**config.mk**
```make
export PLATFORM = sky130hd
export DESIGN_NAME = mbc_multi
export DESIGN_NICKNAME = d
export VERILOG_FILES = /design/src/rtl/mbc_multi.sv
export SDC_FILE = /design/constraint.sdc
export NUM_CORES = 1
export LEC_CHECK = 0
export ABC_AREA = 1
export BUFFER_PORTS_ARGS = -buffer_cell sky130_fd_sc_hd__buf_2
export CAP_MARGIN = 40
export CORE_AREA = 2 2 62 64
export DETAILED_ROUTE_END_ITERATION = 8
export DIE_AREA = 0 0 64 66
export HOLD_SLACK_MARGIN = 0.05
export PLACE_DENSITY_LB_ADDON = 0.12
export SYNTH_ARGS = -nofsm -noshare
export SYNTH_HDL_FRONTEND = slang
export SYNTH_SLANG_ARGS = --single-unit
```
**constraint.sdc**
```tcl
create_clock -name gb_clk -period 1.44 [get_ports gb_clk]
set_input_delay 0.072 -clock gb_clk [delete_from_list [all_inputs] [get_ports gb_clk]]
set_output_delay 0.072 -clock gb_clk [all_outputs]
set_load 0.01 [all_outputs]
```
**src/rtl/mbc_multi.sv**
```systemverilog
// Cartridge memory bank controller with selectable MBC1/MBC5 register semantics.
// The GB write strobe is synchronised into gb_clk, and registers commit on the write-end edge.
module mbc_multi #(
   parameter int          MODE          = 5,
   parameter int unsigned ROM_BANK_BITS = 9,
   parameter int unsigned RAM_BANK_BITS = 4
) (
   input  logic                     gb_clk,
   input  logic                     gb_rst_n,
   input  logic [3:0]               gb_a,
   input  logic [7:0]               gb_d,
   input  logic                     gb_cs,
   input  logic                     gb_wr,
   input  logic                     gb_rd,
   output logic [ROM_BANK_BITS-1:0] rom_a,
   output logic [RAM_BANK_BITS-1:0] ram_a,
   output logic                     rom_cs,
   output logic                     ram_cs,
   output logic                     ddir,
   output logic [ROM_BANK_BITS-1:0] rom_bank
);

   localparam bit IS_MBC1 = (MODE == 1);

   logic       rst_s1_q, rst_s2_q;
   logic       rst_n_int;
   logic       wr_s1_q, wr_s2_q, wr_s3_q;
   logic [3:0] cap_a_q;
   logic [7:0] cap_d_q;
   logic       commit;

   logic [8:0] bank_lo_q, bank_lo_d;
   logic [3:0] bank_hi_q, bank_hi_d;
   logic       ram_en_q, ram_en_d;
   logic       bank_mode_q, bank_mode_d;

   logic [8:0] hi_bank, lo_bank, rom_sel;
   logic [3:0] ram_bank;

   // Reset asserts asynchronously but releases only on a gb_clk edge.
   always_ff @(posedge gb_clk or negedge gb_rst_n) begin
      if (!gb_rst_n) begin
         rst_s1_q <= 1'b0;
         rst_s2_q <= 1'b0;
      end else begin
         rst_s1_q <= 1'b1;
         rst_s2_q <= rst_s1_q;
      end
   end

   assign rst_n_int = rst_s2_q;

   // Sync flops idle high so a reset mid-write cannot produce a spurious commit.
   always_ff @(posedge gb_clk or negedge rst_n_int) begin
      if (!rst_n_int) begin
         wr_s1_q <= 1'b1;
         wr_s2_q <= 1'b1;
         wr_s3_q <= 1'b1;
         cap_a_q <= '0;
         cap_d_q <= '0;
      end else begin
         wr_s1_q <= gb_wr;
         wr_s2_q <= wr_s1_q;
         wr_s3_q <= wr_s2_q;
         if (!wr_s2_q) begin
            cap_a_q <= gb_a;
            cap_d_q <= gb_d;
         end
      end
   end

   assign commit = wr_s2_q & ~wr_s3_q;

   always_comb begin
      bank_lo_d   = bank_lo_q;
      bank_hi_d   = bank_hi_q;
      ram_en_d    = ram_en_q;
      bank_mode_d = bank_mode_q;
      if (commit) begin
         if (IS_MBC1) begin
            case (cap_a_q)
               4'h0, 4'h1: ram_en_d = (cap_d_q[3:0] == 4'hA);
               4'h2, 4'h3: bank_lo_d[4:0] = (cap_d_q[4:0] == 5'd0) ? 5'd1 : cap_d_q[4:0];
               4'h4, 4'h5: bank_hi_d[1:0] = cap_d_q[1:0];
               4'h6, 4'h7: bank_mode_d = cap_d_q[0];
               default: ;
            endcase
         end else begin
            case (cap_a_q)
               4'h0, 4'h1: ram_en_d = (cap_d_q[3:0] == 4'hA);
               4'h2:       bank_lo_d[7:0] = cap_d_q;
               4'h3:       bank_lo_d[8] = cap_d_q[0];
               4'h4, 4'h5: bank_hi_d = cap_d_q[3:0];
               default: ;
            endcase
         end
      end
   end

   always_ff @(posedge gb_clk or negedge rst_n_int) begin
      if (!rst_n_int) begin
         bank_lo_q   <= 9'd1;
         bank_hi_q   <= '0;
         ram_en_q    <= 1'b0;
         bank_mode_q <= 1'b0;
      end else begin
         bank_lo_q   <= bank_lo_d;
         bank_hi_q   <= bank_hi_d;
         ram_en_q    <= ram_en_d;
         bank_mode_q <= bank_mode_d;
      end
   end

   always_comb begin
      if (IS_MBC1) begin
         hi_bank  = {2'b00, bank_hi_q[1:0], bank_lo_q[4:0]};
         lo_bank  = bank_mode_q ? {2'b00, bank_hi_q[1:0], 5'b00000} : 9'd0;
         ram_bank = bank_mode_q ? bank_hi_q : 4'd0;
      end else begin
         hi_bank  = bank_lo_q;
         lo_bank  = 9'd0;
         ram_bank = bank_hi_q;
      end
      rom_sel = (gb_a[3:2] == 2'b00) ? lo_bank : hi_bank;
   end

   assign rom_a    = rom_sel[ROM_BANK_BITS-1:0];
   assign rom_bank = hi_bank[ROM_BANK_BITS-1:0];
   assign ram_a    = ram_bank[RAM_BANK_BITS-1:0];

   assign rom_cs = ~(~gb_a[3] & rst_n_int);
   assign ram_cs = ~((gb_a[3:1] == 3'b101) & ~gb_cs & ram_en_q & rst_n_int);
   assign ddir   = ~gb_rd & gb_wr & (~rom_cs | ~ram_cs);

endmodule

```
Word level (Yosys, flattened, before mapping)
Index checks and enable logic that the tools add are counted.
{"block": "op_classes", "add_sub_neg": 0, "mul": 0, "div_mod_pow": 0, "n_lt_le_gt_ge": 0, "eq_ne": 7, "shifts": 0, "mux": 1, "bitwise": 14, "reduce_logical": 8}
{"operator": "$mux W9", "n": 1}
{"operator": "$eq A4 B2 Y1 const B", "n": 2}
{"operator": "$eq A4 B3 Y1 const B", "n": 2}
{"operator": "$reduce_and A2 Y1", "n": 4}
{"operator": "$and A1 B1 Y1", "n": 7}
{"operator": "$not A1 Y1", "n": 6}
{"operator": "$eq A4 B1 Y1 const B", "n": 1}
{"operator": "$eq A4 B4 Y1 const B", "n": 1}
{"operator": "$logic_not A4 Y1", "n": 1}
{"operator": "$reduce_or A2 Y1", "n": 2}
{"operator": "$eq A3 B3 Y1 const B", "n": 1}
{"operator": "$logic_not A2 Y1", "n": 1}
{"operator": "$or A1 B1 Y1", "n": 1}
{"block": "word_totals", "regBits": 31, "latch_bits": 0, "ramBits": 0, "romBits": 0, "inputBits": 17, "out_inout_bits": 25, "wordCells": 41, "mem_count": 0}

Depth between registers and ports, before layout
Gate-level depths: netlist of run 1.
{"block": "depth", "ltp_word": 6, "mapped_depth": 6, "mapped_depth_nobuf": 6}

Least setup slack after synthesis of run 1
Ideal clock, no wire load.
{"block": "synth_timing", "path_kind": "register to output", "start": "register rst_s2_q, in the netlist rst_n_int", "end": "output port ddir", "arrival_ns": 1.504, "required_time_ns": 1.368, "setup_slack_ns": -0.136, "path_stages_with_launch": 5, "cell_sequence": "dfrtp_1 nand2_1 inv_1 nand3_1 a21oi_1"}
{"block": "synth_via", "elab_chain_len": 3}
{"element": "start: declaration", "line": "25", "source": "logic rst_s1_q, rst_s2_q;"}
{"element": "start signal: assignment", "line": "47", "source": "rst_s2_q <= rst_s1_q;"}
{"element": "$and A1 B1 Y1, on equally long branches", "line": "131, 132"}
{"element": "$or A1 B1 Y1 (*)", "line": "133", "source": "assign ddir = ~gb_rd & gb_wr & (~rom_cs | ~ram_cs);"}
{"element": "$and A1 B1 Y1 (*)", "line": "133"}
{"element": "end: declaration", "line": "19", "source": "output logic ddir,"}
Every way passes the cells marked *; elsewhere a longest branch is shown, timed or not.

Worst setup path after layout of run 1
{"block": "layout_timing", "start": "register ram_en_q", "end": "output port ddir"}
{"block": "layout_via", "elab_chain_len": 4}
{"element": "start: declaration", "line": "34", "source": "logic ram_en_q, ram_en_d;"}
{"element": "start signal: assignment", "line": "109", "source": "ram_en_q <= ram_en_d;"}
{"element": "$and A1 B1 Y1 (2 in a row)", "line": "132", "source": "assign ram_cs = ~((gb_a[3:1] == 3'b101) & ~gb_cs & ram_en_q & rst_n_int);"}
{"element": "$or A1 B1 Y1", "line": "133"}
{"element": "$and A1 B1 Y1", "line": "133"}
Every way passes these cells.

==> results of run 1 <==
-- registers in the layout, summed over array words and instances, names as in the netlist --
signal,cells
cap_a_q,4
cap_d_q,8
ram_a,4
ram_en_q,1
rom_bank,9
rst_n_int,1
rst_s1_q,1
wr_s1_q,1
wr_s2_q,1
wr_s3_q,1
-- power by group through the flow --
| stage | Sequential, mW | Clock, mW | Combinational [mW] |
|---|---|---|---|
| floorplan | 1.18 | 0 | 0.270 |
| global placement | 1.13 | 0 | 0.549 |
| detailed placement | 1.13 | 0 | 0.559 |
| CTS | 1.12 | 0.594 | 0.592 |
| global route | 1.14 | 0.637 | 0.653 |
| finish | 1.12 | 0.572 | 0.578 |
-- through the flow --
stage | instance area, um2 | std cells | setup WS [ps] | total power [mW]
after detailed placement | 1622 | 243 | 205.0 | 1.693
final | 1841 | 266 | 150.2 | 2.267
after global placement | 1622 | 243 | 209.9 | 1.679
after global routing | 1841 | 266 | 2.568 | 2.430
after CTS | 1841 | 266 | 127.0 | 2.304
after floorplan | 1348 | 153 | 146.7 | 1.454
-- final cells by class --
class	instances	area, um2	area share, %
clock buffer	8	68.82	3.739
inverter	28	106.4	5.778
multi-input combinational	91	437.9	23.79
sequential	31	782.0	42.49
tap	48	60.06	3.263
timing repair buffer	60	385.4	20.94
-- per-layer routing --
layer / vias to the layer above / wire (um)
met5: - / 0
met4: 0 / 14
met3: 2 / 146
met2: 29 / 1312
met1: 493 / 1235
li1: 586 / -
-- synthesized netlist by cell type (all sizes together) --
library cell	number	area, um2
a21oi	1	5.000
buf	3	21.27
clkinv	1	5.000
conb	1	3.750
dfrtp	27	675.7
dfstp	4	105.1
inv	27	101.4
nand2	43	168.9
nand3	5	37.54
nand3b	1	7.510
nor2	20	85.08
o21ai	20	130.1
-- cells in the final DEF, fill, tap and decap left out --
| cell type | Yosys | routed |
|---|---|---|
| nor2_2 | 1 | 1 |
| o21ai_2 | 8 | 8 |
| nand3b_1 | 1 | 1 |
| clkbuf_4 | 0 | 5 |
| clkinv_2 | 1 | 1 |
| dfstp_2 | 4 | 4 |
| inv_1 | 27 | 27 |
| clkbuf_1 | 0 | 1 |
| a21oi_1 | 1 | 1 |
| conb_1 | 1 | 1 |
| buf_4 | 0 | 4 |
| nand2_2 | 3 | 3 |
| nand2_1 | 40 | 40 |
| o21ai_0 | 12 | 12 |
| dfrtp_2 | 0 | 1 |
| dlygate4sd3_1 | 0 | 15 |
| nor2_4 | 1 | 1 |
| nor2_1 | 18 | 18 |
| nand3_1 | 4 | 4 |
| clkbuf_8 | 0 | 2 |
| buf_2 | 2 | 41 |
| dfrtp_1 | 27 | 26 |
| nand3_4 | 1 | 1 |
-- how the worst max path moves through the flow --
stage	endpoint	depth (start not counted)
final	ddir	5
after global routing	ddir	5
after CTS	ddir	5
after detailed placement	rom_bank[1]	5
after global placement	rom_bank[3]	5
after floorplan	ddir	4
-- logic make-up (layout without fill, tap and decap cells) --
family	count (synthesis)	after routing	synth area share, %
AND/OR/NAND/NOR	69	69	22.21
flip-flops	31	31	57.99
buffers and inverters	31	96	9.479
AO/OA/AOI/OAI	21	21	10.04
other	1	1	0.2785
-- critical path, cell delays in order, from the launching register on --
cell     delay (ps)
dfrtp_1         370
inv_1            40
nor2_1           90
nand3_1         100
a21oi_1         140
buf_2           150
-- repair_timing --
| item | CTS | global route |
|---|---|---|
| endpoints found under the setup margin | 0 | 0 |
| hold buffers | 15 | 0 |
| endpoints found under the hold margin | 15 | 0 |
| gates resized for setup | 0 | 0 |
==> summary.md, run 1 <==
| Metric | Value |
|---|---|
| Final setup TNS | `0 ps` |
| Worst R2R Path Depth | `5` |
| Routed WL per cell | `10.18 um` |
| First-pass GRT wire length | `4519 um` |
| DRT Wirelength | `2709 um` |
| RD Place Congestion | `0.7972` |
| Setup Buffers After CTS | `0` |
| CTS sink cnt | `31` |
| Sw frac | `30.59%` |
| Unrepaired setup endpoints after global routing | `no` |
| HP Class | `flip-flop to asynchronous set/reset pin` |
| Syn avg cell area | `8.799 um2` |
| # H-tree levels | `2` |
| Via/cell ratio | `4.173` |
| Final core utilization | `51.83%` |
| Worst-path fanout max | `2` |
| Clk pwr share | `25.2%` |
| PD cells | `1231 mW/mm2` |
| DRT Pass-1 Iters | `4` |
| Max Cap Viol | `0` |
| Initial Util | `37.91%` |
| Bufs on Longest Clock Path | `2` |
| Sequential power share | `49.3%` |
| Combinational power share | `25.5%` |
| Final max-slew violation count | `0` |
| Sequential area share after synthesis | `57.99%` |
| Die width | `64 um` |
| GRT busiest layer | `met2` |
| Antenna Nets Post-Route | `0` |
| Vias post-DR | `1,110` |
| Final min period | `1290 ps` |
| Synthesized cell area | `0.001346 mm2` |
| Fin. Hold Viols | `0` |
| Nets@finish | `234` |
| Vias in the first global route | `1,036` |
| M2 GR Usage | `23.83%` |
| Setup Crit Path Kind | `flip-flop to output port` |
| R2r startpoint | `wr_s2_q` |
| Setup-failing EPs final | `0` |
| DRT iter0 DRCs | `53` |
| Fill count | `357` |
| Skew-Pair Late Insertion Delay | `320 ps` |
| Hpwl dp | `2025 um` |
| Peak VDD IR | `0.0005856 V` |
| Sw Pwr | `0.6934 mW` |
| Synth warnings | `0` |
| CTS tree | `built` |
| # diodes | `0` |
| Worst Path Arrival | `1220 ps` |
| Die area | `0.004224 mm2` |
| Period utilisation layout | `89.57%` |
| Worst setup SP type | `flip-flop` |
| Syn nets | `170` |
| Core box area | `0.003551 mm2` |
| Grt met1 use | `17.32%` |
| Largest net degree at the start of global routing | `30` |
| Initial antenna violation count | `0` |
| Lkg Pwr | `0.9882 nW` |
| Fmax | `0.7753 GHz` |
| Tot GR Track Use | `14.19%` |
| Port bufs | `41` |
| GR Util met3 | `4.770%` |
| Worst r2r dst | `rom_bank[1]` |
| Status | `complete, no violations` |
| Yosys reg bits | `31` |
| Worst EP required | `1370 ps` |
| Worst setup EP type | `output port` |
| CTS Buf Count | `5` |
| Internal power | `1.573 mW` |
| CTS Root Cell | `clkbuf_4` |
| Hold slack final | `305.1 ps` |
| Distinct cell type count after synthesis | `18` |
| Share of cells above drive strength 1 | `33.03%` |
| Total congestion overflow | `0` |
| Crit path launch | `ram_en_q` |
| I/O pin cnt | `42` |
| Clk slew on worst S/H paths | `90 ps` |
| DRC viols | `0` |
| DIE HEIGHT | `66 um` |
| Gate Count Post-Synth | `153` |
| Synth-to-Final Area Change | `36.71%` |
| Clock Skews | `7.001 ps` |
| R2r setup slk | `190 ps` |
| Cell row count | `22` |
Note: power is estimated with default switching activity, not from simulation.
==> inputs of run 2 (changes only) <==
Settings changed: PLACE_DENSITY set to 0.71, PLACE_DENSITY_LB_ADDON 0.12 to not set, SETUP_SLACK_MARGIN set to 0.4.
==> summary.md, run 2 (synthesis results as in run 1) <==
| Metric | Value |
|---|---|
| DRC viols | `0` |
| Pre-CTS setup slack | `217.0 ps` |
| Routed WL per cell | `10.69 um` |
| Worst hold start | `gb_a[3]` |
| Hold EP | `cap_a_q[3]` |
| I/O pin cnt | `42` |
| Max Cap Viol | `0` |
| Max stage delay on crit path | `500 ps` |
| Commonest non-fill, non-tap cell in the layout | `buf_2` |
| Final max-slew violation count | `0` |
| Cell row count | `22` |
| Worst Path Arrival | `1240 ps` |
| Clk slew on worst S/H paths | `100 ps` |
| Final setup TNS | `0 ps` |
| Clock Skews | `13.74 ps` |
| R2r setup slk | `260 ps` |
| R2r startpoint | `wr_s2_q` |
| Most frequent cells in the layout | `39 x buf_2, 26 x dfrtp_1, 25 x inv_1` |
| Status | `complete, no violations` |
| Worst r2r dst | `ram_a[3]` |
| CTS sink cnt | `31` |
| Largest net degree at the start of global routing | `29` |
| Crit path max-delay cell type | `dfrtp_4` |
| Antenna Nets Post-Route | `0` |
| Final min period | `1311 ps` |
| Final core utilization | `59.44%` |
| Worst R2R Path Depth | `5` |
| Worst setup EP type | `output port` |
| Period utilisation layout | `91.06%` |
| Lkg Pwr | `1.102 nW` |
| Peak VDD IR | `0.0005371 V` |
| Final Total Pwr | `2.429 mW` |
| Die width | `64 um` |
| Initial antenna violation count | `0` |
| DIE HEIGHT | `66 um` |
| RD Place Congestion | `0.8002` |
| Tot GR Track Use | `15.33%` |
| Hpwl dp | `1895 um` |
| Crit path cell chain | `buf_4 > nand2_2 > a21oi_2 > buf_2` |
| Cell depth of the worst hold path | `3` |
| First-pass GRT wire length | `4857 um` |
| Unrepaired setup endpoints after global routing | `yes` |
| Worst-path fanout max | `3` |
| Vias post-DR | `1,245` |
| Vias in the first global route | `1,084` |
| CTS Buf Count | `5` |
| Fmax | `0.7627 GHz` |
| Die area | `0.004224 mm2` |
| PD cells | `1151 mW/mm2` |
| # diodes | `0` |
| Skew-Pair Late Insertion Delay | `330 ps` |
| Worst setup SP type | `flip-flop` |
| Setup Crit Path Kind | `flip-flop to output port` |
| Number of flip-flops in the largest register | `9` |
| HP Class | `input port to flip-flop` |
| Nets@finish | `252` |
| Share of cells above drive strength 1 | `50.85%` |
| DRT Pass-1 Iters | `4` |
| Core box area | `0.003551 mm2` |
| CTS tree | `built` |
| Port bufs | `41` |
| Bufs on Longest Clock Path | `2` |
| CTS Root Cell | `clkbuf_4` |
| Synth-to-Final Area Change | `56.78%` |
| Worst EP required | `1370 ps` |
| Total congestion overflow | `0` |
| Via/cell ratio | `4.384` |
| Initial Util | `37.91%` |
| DRT Wirelength | `3036 um` |
| # H-tree levels | `2` |
| Final setup margin | `128.8 ps` |
| Fin. Hold Viols | `0` |
| Setup-failing EPs final | `0` |
| DRT iter0 DRCs | `49` |
-- run 2: cell count changes in the layout (fill, tap and decap cells not counted), moves of 4 or more --
cell | previous run | this run
nand2_1 | 40 | 24
nand2_2 | 3 | 18
buf_4 | 4 | 17
o21ai_0 | 12 | 2
o21ai_1 | 0 | 7
buf_6 | 0 | 6
nor2_1 | 18 | 14
-- run 2: power by group --
group	internal, mW	total, mW	switching (mW)
Combinational	0.406	0.787	0.381
Sequential	1.02	1.12	0.0947
Clock	0.236	0.526	0.290
-- run 2: through the flow --
step / cell area [um2] / instances / hold slack [ps]
after detailed placement: 1633 / 243 / -140.9
after floorplan: 1363 / 153 / -223.6
after CTS: 1968 / 276 / -23.04
after global routing: 2111 / 284 / 76.40
final: 2111 / 284 / 67.54
after global placement: 1633 / 243 / -142.1
-- run 2: worst max-delay path by stage --
stage | startpoint | to | slack [ps] | cells past startpoint
2_1_floorplan | rst_n_int | ddir | 300 | 4
3_3_place_gp | wr_s2_q | rom_bank[4] | 250 | 5
3_5_place_dp | wr_s2_q | rom_bank[2] | 220 | 5
4_1_cts | ram_en_q | ddir | 120 | 5
5_1_grt | rst_n_int | ddir | 70 | 4
6_report | rst_n_int | ddir | 130 | 4
-- run 2: layout make-up --
| cell class | count | area [um2] |
|---|---|---|
| flip-flops and latches | 31 | 784.5 |
| well taps | 48 | 60.06 |
| fillers | 305 | 1440 |
| clock buffers | 7 | 55.05 |
| clock inverters | 1 | 5.005 |
| multi-input cells | 92 | 545.5 |
| inverters | 28 | 115.1 |
| repair buffers | 77 | 545.5 |
-- run 2: per-layer routing --
metal / track usage (%) / vias up / wire length [um]
met5: 0 / - / 0
met4: 5.707 / 0 / 41
met3: 5.111 / 5 / 158
met2: 26.04 / 34 / 1591
met1: 17.95 / 572 / 1243
li1: - / 634 / -
-- run 2: worst max-delay path: cells and delay by family (launching register included) --
kind / cells / cell delay [ps]
flip-flops: 1 / 500
AO/OA/AOI/OAI: 1 / 50
AND/OR/NAND/NOR: 1 / 80
buffers and inverters: 2 / 270
-- run 2: repair_timing --
action                                 4_1_cts  5_1_grt
resized for setup                           18       35
hold buffers                                13        1
gates cloned                                 1        2
endpoints found under the hold margin       14        1
setup endpoints to repair                   37       37
setup buffers                               11        5
pin swaps                                   10       10
==> inputs of run 3 (changes only) <==
Settings changed: CORE_AREA 2 2 62 64 to 2 2 70 56, DIE_AREA 0 0 64 66 to 0 0 72 58, PLACE_DENSITY 0.71 to 0.72.
==> summary.md, run 3 (synthesis results as in run 1) <==
| Metric | Value |
|---|---|
| Status | `complete, no violations` |
| Period utilisation layout | `86.33%` |
| Clk slew on worst S/H paths | `60 ps` |
| Layout Cells excl Fill | `269` |
| Inst Count DP | `236` |
| Lkg Pwr | `1.131 nW` |
| CTS sink cnt | `31` |
| Routed WL per cell | `12.10 um` |
| First-pass GRT wire length | `5112 um` |
| HP Class | `input port to flip-flop` |
| Final max-slew violation count | `0` |
| Core box area | `0.003495 mm2` |
| DRT Wirelength | `3254 um` |
| Final setup TNS | `0 ps` |
| Hpwl dp | `1912 um` |
| # diodes | `0` |
| Bufs on Longest Clock Path | `2` |
| RD Place Congestion | `0.7661` |
| Largest net degree at the start of global routing | `30` |
| Peak VDD IR | `0.0009060 V` |
| Max Cap Viol | `0` |
| Die width | `72 um` |
| I/O pin cnt | `42` |
| Worst Path Arrival | `1170 ps` |
| Via/cell ratio | `4.524` |
| Vias in the first global route | `1,096` |
| Clock Skews | `9.991 ps` |
| Die area | `0.004176 mm2` |
| DRC viols | `0` |
| Number of flip-flops in the largest register | `9` |
| Initial Util | `38.52%` |
| Worst EP required | `1370 ps` |
| DRT Pass-1 Iters | `4` |
| Synth-to-Final Area Change | `61.15%` |
| Antenna Nets Post-Route | `0` |
| # H-tree levels | `2` |
| Skew-Pair Late Insertion Delay | `290 ps` |
| Worst setup EP type | `output port` |
| Vias post-DR | `1,217` |
| Setup-failing EPs final | `0` |
| Pre-CTS setup slack | `197.6 ps` |
| PD cells | `1204 mW/mm2` |
| CTS Root Cell | `clkbuf_8` |
| Cell row count | `19` |
| Fmax | `0.8044 GHz` |
| DRT iter0 DRCs | `112` |
| Fin. Hold Viols | `0` |
| Initial antenna violation count | `0` |
| Final min period | `1243 ps` |
| Commonest non-fill, non-tap cell in the layout | `buf_2` |
| Port bufs | `41` |
| DIE HEIGHT | `58 um` |
| CTS tree | `built` |
| CTS Buf Count | `5` |
| Worst-path fanout max | `3` |
| Nets@finish | `243` |
| Tot GR Track Use | `16.44%` |
| Final setup margin | `196.8 ps` |
| Unrepaired setup endpoints after global routing | `yes` |
| Worst setup SP type | `flip-flop` |
| Most frequent cells in the layout | `38 x buf_2, 26 x dfrtp_1, 24 x inv_1` |
| Total congestion overflow | `0` |
| Setup Crit Path Kind | `flip-flop to output port` |
| Share of cells above drive strength 1 | `51.10%` |
run 3: layer usage:
layer / vias up / global-route usage [%] / routed length, um
met5: - / 0 / 0
met4: 0 / 6.469 / 48
met3: 5 / 3.826 / 177
met2: 41 / 25.93 / 1531
met1: 559 / 22.18 / 1496
li1: 612 / - / -
run 3: worst max-delay path: stages (launching register included):
cell and delay [ps]:
dfrtp_4 440, nand2_2 60, inv_2 60, nand3_4 80, a21oi_2 120, buf_2 130
run 3: stage by stage:
stage | cell area, um2 | power (mW) | hold WS, ps | utilization (%)
5_1_grt | 2170 | 2.764 | 64.57 | 62.08
3_3_place_gp | 1618 | 1.674 | -141.7 | 46.29
6_report | 2170 | 2.613 | 49.09 | 62.08
3_5_place_dp | 1618 | 1.689 | -139.2 | 46.29
2_1_floorplan | 1363 | 1.457 | -223.6 | -
4_1_cts | 2012 | 2.552 | 38.96 | 57.57
run 3: timing repair:
action	in CTS	in global routing
hold endpoints to repair	14	0
setup endpoints to repair	26	36
setup buffers	7	4
gates resized for setup	28	37
hold buffers	12	0
pin swaps	7	12
gates cloned	2	0
run 3: cell type report:
type	instances	area, um2
Multi-Input combinational cell	92	603.1
Inverter	28	112.6
Tap cell	42	52.55
Clock buffer	8	100.1
Timing Repair Buffer	68	516.7
Fill cell	296	1325
Sequential cell	31	784.5
run 3: final timing paths:
check / startpoint / end / slack (ps) / depth (start not counted)
setup / recovery: rst_n_int / ddir / 200 / 5
hold / removal: gb_a[2] / cap_a_q[2] / 50 / 3
setup reg to reg: wr_s2_q / ram_a[3] / 230 / 5
hold reg to reg: wr_s1_q / wr_s2_q / 360 / 0
max in group asynchronous: rst_n_int / wr_s3_q / 740 / 1
min in group asynchronous: gb_rst_n / rst_n_int / 110 / 2
run 3: report_power, final:
part | internal [mW] | switching (mW)
logic | 0.354 | 0.371
registers | 1.02 | 0.109
clock network | 0.436 | 0.320
total | 1.81 | 0.800
